## src/rtl/add_pkg.sv

```systemverilog
// Shared types and saturation constants for the pipelined adder/subtractor.
// The mode struct travels with every transaction through the pipeline.
package add_pkg;

   // Widest operand the saturation helpers can describe.
   localparam int MAX_W = 64;

   typedef struct packed {
      logic is_sub;
      logic is_sign;
      logic is_sat;
   } mode_t;

   function automatic logic [MAX_W-1:0] sat_smax(input int unsigned w);
      sat_smax = (64'd1 << (w - 1)) - 64'd1;
   endfunction

   function automatic logic [MAX_W-1:0] sat_smin(input int unsigned w);
      sat_smin = 64'd1 << (w - 1);
   endfunction

   function automatic logic [MAX_W-1:0] sat_umax(input int unsigned w);
      if (w >= MAX_W) sat_umax = '1;
      else            sat_umax = (64'd1 << w) - 64'd1;
   endfunction

endpackage

```

## src/rtl/add_sub_stage.sv

```systemverilog
// One CHUNK-bit slice of the carry chain plus its pipeline register.
// The LAST slice also resolves overflow and saturation before registering.
module add_sub_stage
   import add_pkg::*;
#(
   parameter int WIDTH = 32,
   parameter int CHUNK = 8,
   parameter int IDX   = 0,
   parameter bit LAST  = 1'b0
) (
   input  logic             clk,
   input  logic             rst,
   input  logic             adv,
   input  logic             in_valid,
   input  mode_t            in_mode,
   input  logic [WIDTH-1:0] in_a,
   input  logic [WIDTH-1:0] in_b,
   input  logic             in_carry,
   output logic             out_valid,
   output mode_t            out_mode,
   output logic [WIDTH-1:0] out_a,
   output logic [WIDTH-1:0] out_b,
   output logic             out_carry,
   output logic             out_ovf
);

   localparam int LO = IDX * CHUNK;
   localparam logic [WIDTH-1:0] SMAX = WIDTH'(sat_smax(WIDTH));
   localparam logic [WIDTH-1:0] SMIN = WIDTH'(sat_smin(WIDTH));
   localparam logic [WIDTH-1:0] UMAX = WIDTH'(sat_umax(WIDTH));

   logic [CHUNK:0]   slice;
   logic [WIDTH-1:0] sum;
   logic [WIDTH-1:0] sat_val;
   logic [WIDTH-1:0] final_val;
   logic             ovf;

   // in_a[WIDTH-1] is still the original A sign bit here: the top slice
   // is the one being summed in this stage, so it has not been replaced yet.
   always_comb begin
      slice = {1'b0, in_a[LO +: CHUNK]} + {1'b0, in_b[LO +: CHUNK]}
            + {{CHUNK{1'b0}}, in_carry};
      sum = in_a;
      sum[LO +: CHUNK] = slice[CHUNK-1:0];
      if (in_mode.is_sign)
         ovf = (in_a[WIDTH-1] == in_b[WIDTH-1]) && (sum[WIDTH-1] != in_a[WIDTH-1]);
      else
         ovf = in_mode.is_sub ? !slice[CHUNK] : slice[CHUNK];
      if (in_mode.is_sign)
         sat_val = in_a[WIDTH-1] ? SMIN : SMAX;
      else
         sat_val = in_mode.is_sub ? '0 : UMAX;
      final_val = (in_mode.is_sat && ovf) ? sat_val : sum;
   end

   // ---- stage register ----
   always_ff @(posedge clk) begin
      if (rst) begin
         out_valid <= 1'b0;
         if (LAST) begin
            out_a     <= '0;
            out_carry <= 1'b0;
            out_ovf   <= 1'b0;
         end
      end else if (adv) begin
         out_valid <= in_valid;
         out_mode  <= in_mode;
         out_a     <= LAST ? final_val : sum;
         out_b     <= in_b;
         out_carry <= slice[CHUNK];
         out_ovf   <= LAST ? ovf : 1'b0;
      end
   end

endmodule

```

## src/rtl/add_sub_pipe.sv

```systemverilog
// Pipelined add/sub: an input register followed by WIDTH/CHUNK slice stages,
// the last of which drives the outputs. One global stall freezes everything.
module add_sub_pipe
   import add_pkg::*;
#(
   parameter int WIDTH = 32,
   parameter int CHUNK = 8
) (
   input  logic             clk,
   input  logic             rst,
   input  logic             in_valid,
   output logic             in_ready,
   input  logic [WIDTH-1:0] a,
   input  logic [WIDTH-1:0] b,
   input  logic             is_sub,
   input  logic             is_sign,
   input  logic             is_sat,
   output logic             out_valid,
   input  logic             out_ready,
   output logic [WIDTH-1:0] result,
   output logic             overflow,
   output logic             cout
);

   localparam int STAGES = WIDTH / CHUNK;

   if ((WIDTH % CHUNK) != 0) begin : g_bad_chunk
      $error("add_sub_pipe: WIDTH must be a multiple of CHUNK");
   end

   logic adv;
   assign adv      = !out_valid || out_ready;
   assign in_ready = adv;

   logic             vld_p0;
   mode_t            mode_p0;
   logic [WIDTH-1:0] a_p0;
   logic [WIDTH-1:0] b_p0;
   logic             carry_p0;

   // ---- input register: B is pre-inverted and carry-in set for subtract ----
   always_ff @(posedge clk) begin
      if (rst) begin
         vld_p0 <= 1'b0;
      end else if (adv) begin
         vld_p0   <= in_valid;
         mode_p0  <= mode_t'{is_sub, is_sign, is_sat};
         a_p0     <= a;
         b_p0     <= is_sub ? ~b : b;
         carry_p0 <= is_sub;
      end
   end

   logic             vld_p   [1:STAGES];
   mode_t            mode_p  [1:STAGES];
   logic [WIDTH-1:0] a_p     [1:STAGES];
   logic [WIDTH-1:0] b_p     [1:STAGES];
   logic             carry_p [1:STAGES];
   logic             ovf_p   [1:STAGES];

   for (genvar k = 0; k < STAGES; k++) begin : g_stage
      logic             s_vld;
      mode_t            s_mode;
      logic [WIDTH-1:0] s_a;
      logic [WIDTH-1:0] s_b;
      logic             s_carry;

      if (k == 0) begin : g_first
         assign s_vld   = vld_p0;
         assign s_mode  = mode_p0;
         assign s_a     = a_p0;
         assign s_b     = b_p0;
         assign s_carry = carry_p0;
      end else begin : g_next
         assign s_vld   = vld_p[k];
         assign s_mode  = mode_p[k];
         assign s_a     = a_p[k];
         assign s_b     = b_p[k];
         assign s_carry = carry_p[k];
      end

      add_sub_stage #(
         .WIDTH (WIDTH),
         .CHUNK (CHUNK),
         .IDX   (k),
         .LAST  (k == STAGES - 1)
      ) u_stage (
         .clk       (clk),
         .rst       (rst),
         .adv       (adv),
         .in_valid  (s_vld),
         .in_mode   (s_mode),
         .in_a      (s_a),
         .in_b      (s_b),
         .in_carry  (s_carry),
         .out_valid (vld_p[k+1]),
         .out_mode  (mode_p[k+1]),
         .out_a     (a_p[k+1]),
         .out_b     (b_p[k+1]),
         .out_carry (carry_p[k+1]),
         .out_ovf   (ovf_p[k+1])
      );
   end

   assign out_valid = vld_p[STAGES];
   assign result    = a_p[STAGES];
   assign overflow  = ovf_p[STAGES];
   assign cout      = carry_p[STAGES];

   // Tail fields with no consumer past the final stage.
   logic unused_tail;
   always_comb begin
      unused_tail = (^b_p[STAGES]) ^ (^mode_p[STAGES]);
      for (int k = 1; k < STAGES; k++) unused_tail = unused_tail ^ ovf_p[k];
   end

endmodule

```

## config.mk

```make
export PLATFORM = sky130hd
export DESIGN_NAME = add_sub_pipe
export DESIGN_NICKNAME = d
export VERILOG_FILES = /design/src/rtl/add_pkg.sv /design/src/rtl/add_sub_stage.sv /design/src/rtl/add_sub_pipe.sv
export SDC_FILE = /design/constraint.sdc
export NUM_CORES = 1
export LEC_CHECK = 0
export ABC_AREA = 0
export BUFFER_PORTS_ARGS = -buffer_cell sky130_fd_sc_hd__buf_2
export CAP_MARGIN = 25
export CORE_ASPECT_RATIO = 1.2
export CORE_UTILIZATION = 60
export DETAILED_ROUTE_END_ITERATION = 8
export GPL_TIMING_DRIVEN = 0
export PLACE_DENSITY_LB_ADDON = 0.25
export SETUP_SLACK_MARGIN = 0.15
export SYNTH_ARGS = -nofsm -noshare
export SYNTH_HDL_FRONTEND = slang
export SYNTH_HIERARCHICAL = 1
export SYNTH_SLANG_ARGS = --single-unit
export TNS_END_PERCENT = 20
```

## constraint.sdc

```tcl
create_clock -name clk -period 5.2 [get_ports clk]
set_input_delay 0 -clock clk [delete_from_list [all_inputs] [get_ports clk]]
set_output_delay 0 -clock clk [all_outputs]
set_load 0.005 [all_outputs]
```

# == After elaboration in Yosys (flattened, before gate mapping) ==
# Cells that the tools add are included.
# classes
shift,0
n_div,0
n_mul,0
addsub,8
magnitude_cmp,0
muxes,7
n_eq_ne,2
n_bitwise,2
n_reduce_logical,6
# op_table
op,count
2-to-1 mux 32 bit,5
adder 8 x 8 -> 9 bit,4
adder 9 x 1 -> 9 bit,4
NOT 32 bit,1
logical AND 1 bit,2
logical NOT 1 bit,2
2-to-1 mux 1 bit,2
AND reduction 2 bit,1
== test 1 bit,1
logical OR 1 bit,1
inequality test 1 bit,1
NOT 1 bit,1
# totals
n_memories,0
rom_bits,0
latchBits,0
elab_cells,56
reg_bits,310
ram_bits,0
output_inout_bits,36

# == Depth between registers and ports, before layout ==
# Gate-level depths: netlist of run 1.
# logic_depth
ltp_word,7
depth_mapped,10
ltp_nobuf,9

# == Hierarchy ==
# The synthesis of run 1 kept the hierarchy.
# modules_own_cells
mod,seq_area_each_um2,instances,area_each_um2,cells_each
add_sub_stage (g_stage[1].u_stage ...),2062.0,2,2424.8,116
add_sub_stage (g_stage[3].u_stage),1751.7,1,2999.1,248
add_sub_stage (g_stage[0].u_stage),2062.0,1,2439.8,115
add_sub_pipe,2031.9,1,2419.8,110

# == Least setup slack after synthesis of run 1 ==
# OpenSTA, ideal clock, no wires.
# synth_timing
path_type,reg2reg
start,reg g_stage[3].u_stage.out_valid
end,reg g_stage[0].u_stage.out_a[0] (enable)
setup_slack_ps,973
required_time_ps,4696
path_stages_with_launch,4
arrival_time_ps,3724
period_less_slack_ps,4227
setup_ps,504
cell_sequence,dfxtp_1 > nor2b_1 > inv_1 > nor2b_1
# synth_between
elab_chain_len,3
# synth_lines
element,line,rtl
from (decl),add_sub_stage.sv:19,"output logic out_valid,"
from (signal assigned),add_sub_stage.sv:66,out_valid <= in_valid;
logical NOT 1 bit,add_sub_pipe.sv:32,assign adv = !out_valid || out_ready;
logical OR 1 bit,add_sub_pipe.sv:32,
via in_ready,add_sub_pipe.sv:12,"output logic in_ready,"
AND reduction 2 bit (no line),--,
to (signal assigned),add_sub_stage.sv:68,out_a <= LAST ? final_val : sum;
to (decl),add_sub_stage.sv:21,"output logic [WIDTH-1:0] out_a,"
# The timed path passes the listed nets, and every way through them passes these cells.
# A chain may end at the register's enable or synchronous reset.

# == Worst setup path after layout of run 1 ==
# layout_timing
start,reg g_stage[2].u_stage.out_a[24]
end,reg g_stage[3].u_stage.out_a[22]
# layout_between
elab_chain_len,7
elab_cells_between_ends,9
# layout_lines
element,line,rtl
from (decl),add_sub_stage.sv:21,
from (signal assigned),add_sub_stage.sv:68,
adder 8 x 8 -> 9 bit *,add_sub_stage.sv:41,"slice = {1'b0, in_a[LO +: CHUNK]} + {1'b0, in_b[LO +: CHUNK]}"
adder 9 x 1 -> 9 bit *,add_sub_stage.sv:42,"+ {{CHUNK{1'b0}}, in_carry};"
logical NOT 1 bit / inequality test 1 bit (equally long branches),"add_sub_stage.sv:48, add_sub_stage.sv:46",
2-to-1 mux 1 bit / logical AND 1 bit (equally long branches),"add_sub_stage.sv:48, add_sub_stage.sv:46",
2-to-1 mux 1 bit *,add_sub_stage.sv:45,if (in_mode.is_sign)
logical AND 1 bit *,add_sub_stage.sv:53,final_val = (in_mode.is_sat && ovf) ? sat_val : sum;
2-to-1 mux 32 bit *,add_sub_stage.sv:53,
to (signal assigned),add_sub_stage.sv:68,
to (decl),add_sub_stage.sv:21,
# Every way passes the cells marked *; elsewhere a longest branch is shown, timed or not.

==> results of run 1 <==
## what timing repair did
item                       4_1_cts  5_1_grt
buffers inserted                 0        0
setup endpoints to repair        0        0
hold endpoints to repair        75        0
hold buffers                    70        0
## final cells by class
cell class	count	area, µm²	share of cell area, %
buffer	18	200.2	1.587
clock buffer	34	679.4	5.387
sequential	262	7477	59.29
multi-input combinational	292	2370	18.79
clock inverter	12	138.9	1.101
inverter	43	161.4	1.280
tap	212	265.3	2.103
timing repair buffer	180	1319	10.46
## stage by stage
stage	cells	utilization (%)	instance area (µm²)	total power, mW
2_1_floorplan	615	-	10180	2.861
3_3_place_gp	933	66.92	10970	2.989
3_5_place_dp	937	67.64	11090	3.021
4_1_cts	1053	76.90	12610	4.836
5_1_grt	1053	76.90	12610	4.979
6_report	1053	76.90	12610	4.807
## flip-flops by register name (all words and copies together) (netlist names)
register,flops
g_stage.u_stage/out_a,128
g_stage.u_stage/out_b,48
a_p0,32
b_p0,32
g_stage.u_stage/out_mode,9
g_stage.u_stage/out_carry,4
g_stage.u_stage/out_valid,4
g_stage.s_mode,2
carry_p0,1
g_stage.s_vld,1
g_stage.u_stage/out_ovf,1
## path summary, 6_finish.rpt
| check | cells past startpoint | slack (ns) | endpoint |
|---|---|---|---|
| worst min register to register | 0 | 0.41 | g_stage[0].u_stage/out_a[23] |
| worst max register to register | 10 | 2.20 | g_stage[3].u_stage/out_a[22] |
| worst min-delay path | 5 | 0.15 | g_stage[2].u_stage/out_valid |
| worst max-delay path | 10 | 2.20 | g_stage[3].u_stage/out_a[22] |
## report_power, final
group | switching [mW] | internal, mW
Clock | 0.717 | 1.07
Combinational | 0.251 | 0.221
Sequential | 0.0632 | 2.49
## critical path, delay by kind of cell (launching register included)
family	cells	cell delay, ns
buffers and inverters	2	0.27
AND/OR/NAND/NOR	2	0.36
AO/OA/AOI/OAI	4	1.24
adder cells (fa/ha/maj)	2	0.65
flip-flops	1	0.36
## placed cells by master, fill, tap and decap left out, types with 8 or more instances in the layout
| cell | instances |
|---|---|
| dfxtp_1 | 39 |
| nand2_1 | 12 |
| xnor2_1 | 9 |
| buf_2 | 107 |
| ha_1 | 28 |
| o31ai_2 | 10 |
| clkbuf_1 | 11 |
| nor2_1 | 17 |
| xor2_1 | 40 |
| o31ai_1 | 20 |
| dlygate4sd3_1 | 70 |
| fa_1 | 8 |
| inv_1 | 41 |
| a21oi_1 | 48 |
| edfxtp_1 | 223 |
| clkbuf_16 | 25 |
## routing by layer
layer  track usage (%)  routed length [µm]
met1             23.10                6730
met2             39.76                9691
met3             3.566                 927
met4             8.967                 468
met5                 0                   0
==> summary.txt, run 1 <==
STA
  – Worst rel slew slack: 31.87%
  – Final hold vios: 0
  – RSZ-0062 raised after global routing: no
  – Final WS setup: 2.200 ns
  – Final Max Slew Viols: 0
  – Final setup vio count: 0
  – Fin crit period: 3.000 ns
  – Final period utilization: 57.69%
  – Setup_tns: 0 ns
  – Least-Margin Pin Slew: 1.020 ns
  – Fmax achieved: 333.4 MHz
  – Min Hold Slack: 0.1478 ns
  – Clock Skew: 0.01284 ns

Global route
  – Number of global-route vias before repair: 5777
  – GR Util All Layers: 20.99%
  – First-pass GRT wire length: 27830 µm
  – Largest net degree at the start of global routing: 41
  – Grt ovf: 0
  – Initial antenna violation count: 0

CTS
  – Cells resized by post-CTS repair: 0
  – CTS buffer count: 25
  – # H-tree levels: 1
  – Clk sinks: 262
  – CTS root buf: clkbuf_16
  – TritonCTS clock tree: done
  – Clock Path Buffers: 3
  – Clk_lat worst skew: 0.51 ns
  – Clock slew at reported path FFs: 0.06 ns

Drt
  – DRC viols: 0
  – Per-cell routed wire length: 16.92 µm
  – Routed Antenna Nets: 0
  – First-pass DRT Iterations: 5
  – Via/cell ratio: 5.394
  – Vias: 5680
  – DR iter-0 viols: 338
  – Routed WL: 17820 µm

Place
  – Post-DP HPWL: 11220 µm
  – PortBufs: 106
  – RePlAce Congestion: 0.8488
  – Pre-CTS WS: 2.220 ns

Synthesis
  – Cell Area, Synth: 0.01018 mm²
  – Synth Area per Inst: 16.55 µm²
  – Synth Net Count: 722
  – Post-Synthesis Cells: 615
  – Synth Warn #: 6

Floorplanning
  – Num ports: 107
  – Chip Width: 120.9 µm
  – Initial Util: 62.07%
  – Core ar.: 0.01640 mm²
  – Die area: 0.01749 mm²
  – # rows: 51
  – Die H: 144.7 µm

Power and ir drop
  – Leak Pwr: 4.959 nW
  – Power per cell area: 381.2 mW/mm²
  – VDD IR max: 0.0003067 V

Outcome
  – Status: complete, no violations

Min path
  – HP Class: primary input to register
  – Hold Startpoint: out_ready

Critical path
  – Critical path startpoint: g_stage[2].u_stage/out_a[24]
  – CP Capture Type: register
  – Critical Path AT: 3.41 ns
  – Critical R2R Launch: g_stage[2].u_stage/out_a[24]
  – Slowest CP cell: a211oi_1
  – Crit-path max cell delay: 0.43 ns
  – Startpoint types: register
  – CP required: 5.61 ns
  – Crit Path Class: register to register
  – Crit Path Max Fanout: 10
  – Cell repeated most along the worst path: fa_1
  – CP cell instances: fa_1 > inv_1 > fa_1 > nand2b_1 > a211oi_1 > nor4_1 > a311oi_4 > a31oi_4 > buf_6 > o31ai_1

Layout
  – Diodes inserted: 0
  – Layout cells sized above 1: 22.35%
  – # nets final: 929
  – Filler instances: 929
  – Layout area overhead: 23.90%

Run
  – Max-cap violations: 0
Note: power is estimated with default switching activity, not from simulation.
==> run 2: changes to the inputs <==
==> constraint.sdc (replaced) <==
create_clock -name clk -period 3.12 [get_ports clk]
set_input_delay 0 -clock clk [delete_from_list [all_inputs] [get_ports clk]]
set_output_delay 0 -clock clk [all_outputs]
set_load 0.005 [all_outputs]
==> summary.txt, run 2 (synthesized netlist as in run 1, its figures left out) <==
Drt
  – DRC viols: 0
  – Routed WL: 17210 µm
  – DR iter-0 viols: 268
  – Routed Antenna Nets: 0
  – Per-cell routed wire length: 16.34 µm
  – Vias: 5688
  – Via/cell ratio: 5.402
  – First-pass DRT Iterations: 4

CTS
  – Post-CTS Setup Bufs: 0
  – Clock Path Buffers: 3
  – # H-tree levels: 1
  – Clk_lat worst skew: 0.51 ns
  – Clk sinks: 262
  – TritonCTS clock tree: done
  – CTS buffer count: 25
  – Clock slew at reported path FFs: 0.06 ns
  – CTS root buf: clkbuf_16

STA
  – Fin crit period: 2.834 ns
  – Worst rel slew slack: 42.04%
  – Min Hold Slack: 0.1500 ns
  – Final setup vio count: 0
  – Fmax achieved: 352.9 MHz
  – Final hold vios: 0
  – Least-Margin Pin Slew: 0.8676 ns
  – Final WS setup: 0.2864 ns
  – Clock Skew: 0.008800 ns
  – Final period utilization: 90.82%
  – Setup_tns: 0 ns
  – Final Max Slew Viols: 0
  – RSZ-0062 raised after global routing: no

Critical path
  – Critical R2R Launch: g_stage[2].u_stage/out_carry
  – Crit Path Max Fanout: 10
  – Critical path startpoint: g_stage[2].u_stage/out_carry
  – Startpoint types: register
  – CP Capture Type: register
  – CP required: 3.52 ns
  – Crit Path Class: register to register
  – Critical Path AT: 3.24 ns

Global route
  – First-pass GRT wire length: 27370 µm
  – Initial antenna violation count: 0
  – Largest net degree at the start of global routing: 35
  – Number of global-route vias before repair: 5821
  – Grt ovf: 0
  – GR Util All Layers: 20.32%

Layout
  – Diodes inserted: 0
  – Layout area overhead: 24.08%
  – Finished layout cell area: 0.01263 mm²
  – Largest Register: g_stage.u_stage/out_a
  – Number of flip-flops in the largest register: 128
  – # nets final: 930
  – Commonest non-fill, non-tap cells in the layout: edfxtp_1 (223), buf_2 (107), dlygate4sd3_1 (70)
  – Commonest non-fill, non-tap cell in the layout: edfxtp_1
  – Biggest regs: g_stage.u_stage/out_a x128, g_stage.u_stage/out_b x48
  – Layout cells sized above 1: 22.47%

Place
  – PortBufs: 106
  – Pre-CTS WS: 0.1450 ns
  – DP Area: 0.01112 mm²
  – RePlAce Congestion: 0.9296
  – Post-DP HPWL: 11290 µm

Power and ir drop
  – Power per cell area: 628.2 mW/mm²
  – Leak Pwr: 4.965 nW
  – VDD IR max: 0.0004593 V

Floorplanning
  – Core ar.: 0.01640 mm²
  – Initial Util: 62.07%
  – Chip Width: 120.9 µm
  – Die H: 144.7 µm
  – # rows: 51
  – Num ports: 107
  – Die area: 0.01749 mm²

Outcome
  – Status: complete, no violations

Min path
  – HP Class: primary input to register
  – Hold Startpoint: out_ready

Run
  – Max-cap violations: 0
-- run 2: area by class of cell --
class	count	area, µm²
flip-flops and latches	262	7477
fillers	932	3770
multi-input cells	292	2387
repair buffers	181	1346
clock buffers	34	689.4
well taps	212	265.3
plain buffers	18	200.2
inverters	43	161.4
clock inverters	11	102.6
-- run 2: routing by layer --
| metal | part of all wire (%) | GRT usage [%] | vias up |
|---|---|---|---|
| met5 | 0 | 0 | - |
| met4 | 2.5 | 6.758 | 0 |
| met3 | 4.6 | 3.252 | 42 |
| met2 | 53 | 38.74 | 169 |
| met1 | 40 | 23.08 | 2744 |
| li1 | - | - | 2733 |
-- run 2: through the flow --
| step | total power [mW] | instances | util [%] |
|---|---|---|---|
| CTS | 7.980 | 1053 | 76.94 |
| floorplan | 4.767 | 615 | - |
| global placement | 4.979 | 933 | 66.93 |
| global route | 8.228 | 1053 | 77.01 |
| finish | 7.934 | 1053 | 77.01 |
| detailed placement | 5.039 | 938 | 67.80 |
-- run 2: where the power goes --
part / leakage, nW / switching [mW] / internal, mW
registers: 2.51 / 0.104 / 4.15
logic: 2.07 / 0.416 / 0.375
clock network: 0.389 / 1.18 / 1.71
-- run 2: worst max-delay path, cell delays in order, from the launching register on --
cell,delay (ns)
edfxtp_1,0.39
fa_2,0.24
inv_1,0.06
fa_1,0.40
nand2b_2,0.24
a211oi_4,0.29
nor4_1,0.13
a311oi_4,0.39
a31oi_4,0.18
buf_6,0.19
o31ai_1,0.22
-- run 2: worst paths after layout --
check | endpoint | slack, ns | cells past startpoint
worst min register to register | g_stage[2].u_stage/out_b[30] | 0.41 | 0
worst max-delay path | g_stage[3].u_stage/out_a[22] | 0.29 | 10
worst max register to register | g_stage[3].u_stage/out_a[22] | 0.29 | 10
worst min-delay path | g_stage[0].u_stage/out_valid | 0.15 | 5
-- run 2: repair_timing --
| action | 4_1_cts | 5_1_grt |
|---|---|---|
| endpoints found under the setup margin | 6 | 10 |
| gates resized for setup | 1 | 3 |
| endpoints found under the hold margin | 75 | 0 |
| hold buffers | 70 | 0 |
| pin swaps | 0 | 1 |
==> run 3: changes to the inputs <==
--- a/config.mk
+++ b/config.mk
@@ -8,10 +8,13 @@
 export ABC_AREA = 0
 export BUFFER_PORTS_ARGS = -buffer_cell sky130_fd_sc_hd__buf_2
 export CAP_MARGIN = 25
+export CELL_PAD_IN_SITES_DETAIL_PLACEMENT = 1
+export CELL_PAD_IN_SITES_GLOBAL_PLACEMENT = 2
 export CORE_ASPECT_RATIO = 1.2
-export CORE_UTILIZATION = 60
+export CORE_UTILIZATION = 45
 export DETAILED_ROUTE_END_ITERATION = 8
 export GPL_TIMING_DRIVEN = 0
+export MAX_ROUTING_LAYER = met4
 export PLACE_DENSITY_LB_ADDON = 0.25
 export SETUP_SLACK_MARGIN = 0.15
 export SYNTH_ARGS = -nofsm -noshare
==> summary.txt, run 3 (synthesized netlist as in run 1, its figures left out) <==
Floorplanning
  – Chip Width: 139.3 µm
  – Core ar.: 0.02192 mm²
  – Num ports: 107
  – # rows: 59
  – Die area: 0.02323 mm²
  – Die H: 166.8 µm
  – Initial Util: 46.42%

CTS
  – Clk_lat worst skew: 0.52 ns
  – # H-tree levels: 1
  – Clk sinks: 262
  – TritonCTS clock tree: done
  – CTS root buf: clkbuf_16
  – CTS buffer count: 26
  – Post-CTS Setup Bufs: 0
  – Clock Path Buffers: 3
  – Clock slew at reported path FFs: 0.06 ns

STA
  – Final setup vio count: 0
  – Final period utilization: 89.87%
  – RSZ-0062 raised after global routing: no
  – Final Max Slew Viols: 0
  – Worst rel slew slack: 36.36%
  – Clock Skew: 0.008475 ns
  – Least-Margin Pin Slew: 0.9524 ns
  – Fin crit period: 2.804 ns
  – Min Hold Slack: 0.1441 ns
  – Final hold vios: 0
  – Fmax achieved: 356.6 MHz

Drt
  – Per-cell routed wire length: 17.53 µm
  – First-pass DRT Iterations: 4
  – DRC viols: 0
  – Vias: 5668
  – Routed Antenna Nets: 0
  – Routed WL: 19550 µm
  – Via/cell ratio: 5.083
  – DR iter-0 viols: 199

Power and ir drop
  – Power per cell area: 634.0 mW/mm²
  – Tot Pwr: 8.052 mW
  – Clock power frac: 37.2%
  – Reg power frac: 52.9%
  – Switching power: 1.763 mW
  – Logic gate share of total power: 9.9%
  – Sw Share: 21.89%
  – VDD IR max: 0.0004208 V
  – Leak Pwr: 4.964 nW
  – Int Pwr: 6.289 mW

Layout
  – Layout cells sized above 1: 22.59%
  – Number of flip-flops in the largest register: 128
  – Biggest regs: g_stage.u_stage/out_a x128, g_stage.u_stage/out_b x48
  – Finished layout cell area: 0.01270 mm²
  – Layout area overhead: 24.78%
  – # nets final: 930
  – Commonest non-fill, non-tap cell in the layout: edfxtp_1
  – Commonest non-fill, non-tap cells in the layout: edfxtp_1 (223), buf_2 (107), dlygate4sd3_1 (70)
  – Diodes inserted: 0
  – Largest Register: g_stage.u_stage/out_a

Global route
  – Initial antenna violation count: 0
  – GR Util All Layers: 17.87%
  – Grt ovf: 0
  – Largest net degree at the start of global routing: 39
  – Number of global-route vias before repair: 6233
  – First-pass GRT wire length: 31510 µm

Critical path
  – Crit Path Max Fanout: 10
  – CP Capture Type: register
  – CP required: 3.53 ns
  – Startpoint types: register
  – Crit Path Class: register to register
  – Critical Path AT: 3.22 ns

Run
  – Max-cap violations: 0

Outcome
  – Status: complete, no violations

Place
  – DP Area: 0.01116 mm²
  – PortBufs: 106
  – RePlAce Congestion: 0.8079
  – Post-DP HPWL: 13170 µm

Min path
  – HP Class: primary input to register
[run 3: cell types whose count changed in the layout (fill, tap and decap cells not counted), sizes merged]
cell    previous run  this run
inv               44        43
clkbuf            41        43
buf              122       121
[run 3: through the flow]
step                      setup TNS (ns)  utilization (%)  setup slack, ns  std cells
after floorplan                   -63.71                -          -0.6520        615
after global placement           -261.88            50.42           -1.806        995
after detailed placement               0            50.91           0.1066        999
after CTS                              0            57.85           0.2110       1115
after global routing                   0            57.93           0.1681       1115
final                                  0            57.93           0.3160       1115
[run 3: layout make-up]
cell class,count,area [µm²]
flip-flops and latches,262,7477
repair buffers,180,1311
clock inverters,10,96.34
inverters,43,161.4
plain buffers,18,200.2
fillers,2047,9224
clock buffers,36,719.4
well taps,274,342.8
multi-input cells,292,2392
[run 3: worst max-delay path, cell delays in order (launching register included)]
cell and delay [ns]:
edfxtp_1 0.37, fa_2 0.25, inv_1 0.06, fa_1 0.40
nand2b_2 0.23, a211oi_4 0.27, nor4_1 0.13, a311oi_4 0.37
a31oi_4 0.18, buf_6 0.19, o31ai_1 0.24
[run 3: what timing repair did]
| item | in CTS | in global routing |
|---|---|---|
| hold endpoints to repair | 75 | 0 |
| hold buffers | 70 | 0 |
| pin swaps | 0 | 1 |
| endpoints found under the setup margin | 22 | 26 |
| resized for setup | 1 | 4 |
[run 3: layer usage]
| metal | track usage (%) | part of all wire, % | up-vias |
|---|---|---|---|
| li1 | - | - | 2727 |
| met1 | 19.39 | 39 | 2789 |
| met5 | - | 0 | - |
| met2 | 32.77 | 54 | 116 |
| met3 | 3.105 | 3.7 | 36 |
| met4 | 5.942 | 2.5 | 0 |
[run 3: power groups by stage]
stage          Clock, mW  Sequential (mW)  Combinational, mW
3_5_place_dp           0             4.34              0.726
5_1_grt             3.20             4.29              0.883
6_report            2.99             4.26              0.798
2_1_floorplan          0             4.31              0.460
3_3_place_gp           0             4.33              0.668
4_1_cts             3.09             4.26              0.799
[run 3: path summary, 6_finish.rpt]
check / from / endpoint / slack [ns] / cells after the start
worst min-delay path: out_ready / g_stage[1].u_stage/out_valid / 0.14 / 5
worst max register to register: g_stage[2].u_stage/out_b[24] / g_stage[3].u_stage/out_a[4] / 0.32 / 10
worst max-delay path: g_stage[2].u_stage/out_b[24] / g_stage[3].u_stage/out_a[4] / 0.32 / 10
worst min register to register: g_stage[1].u_stage/out_a[5] / g_stage[2].u_stage/out_a[5] / 0.41 / 0
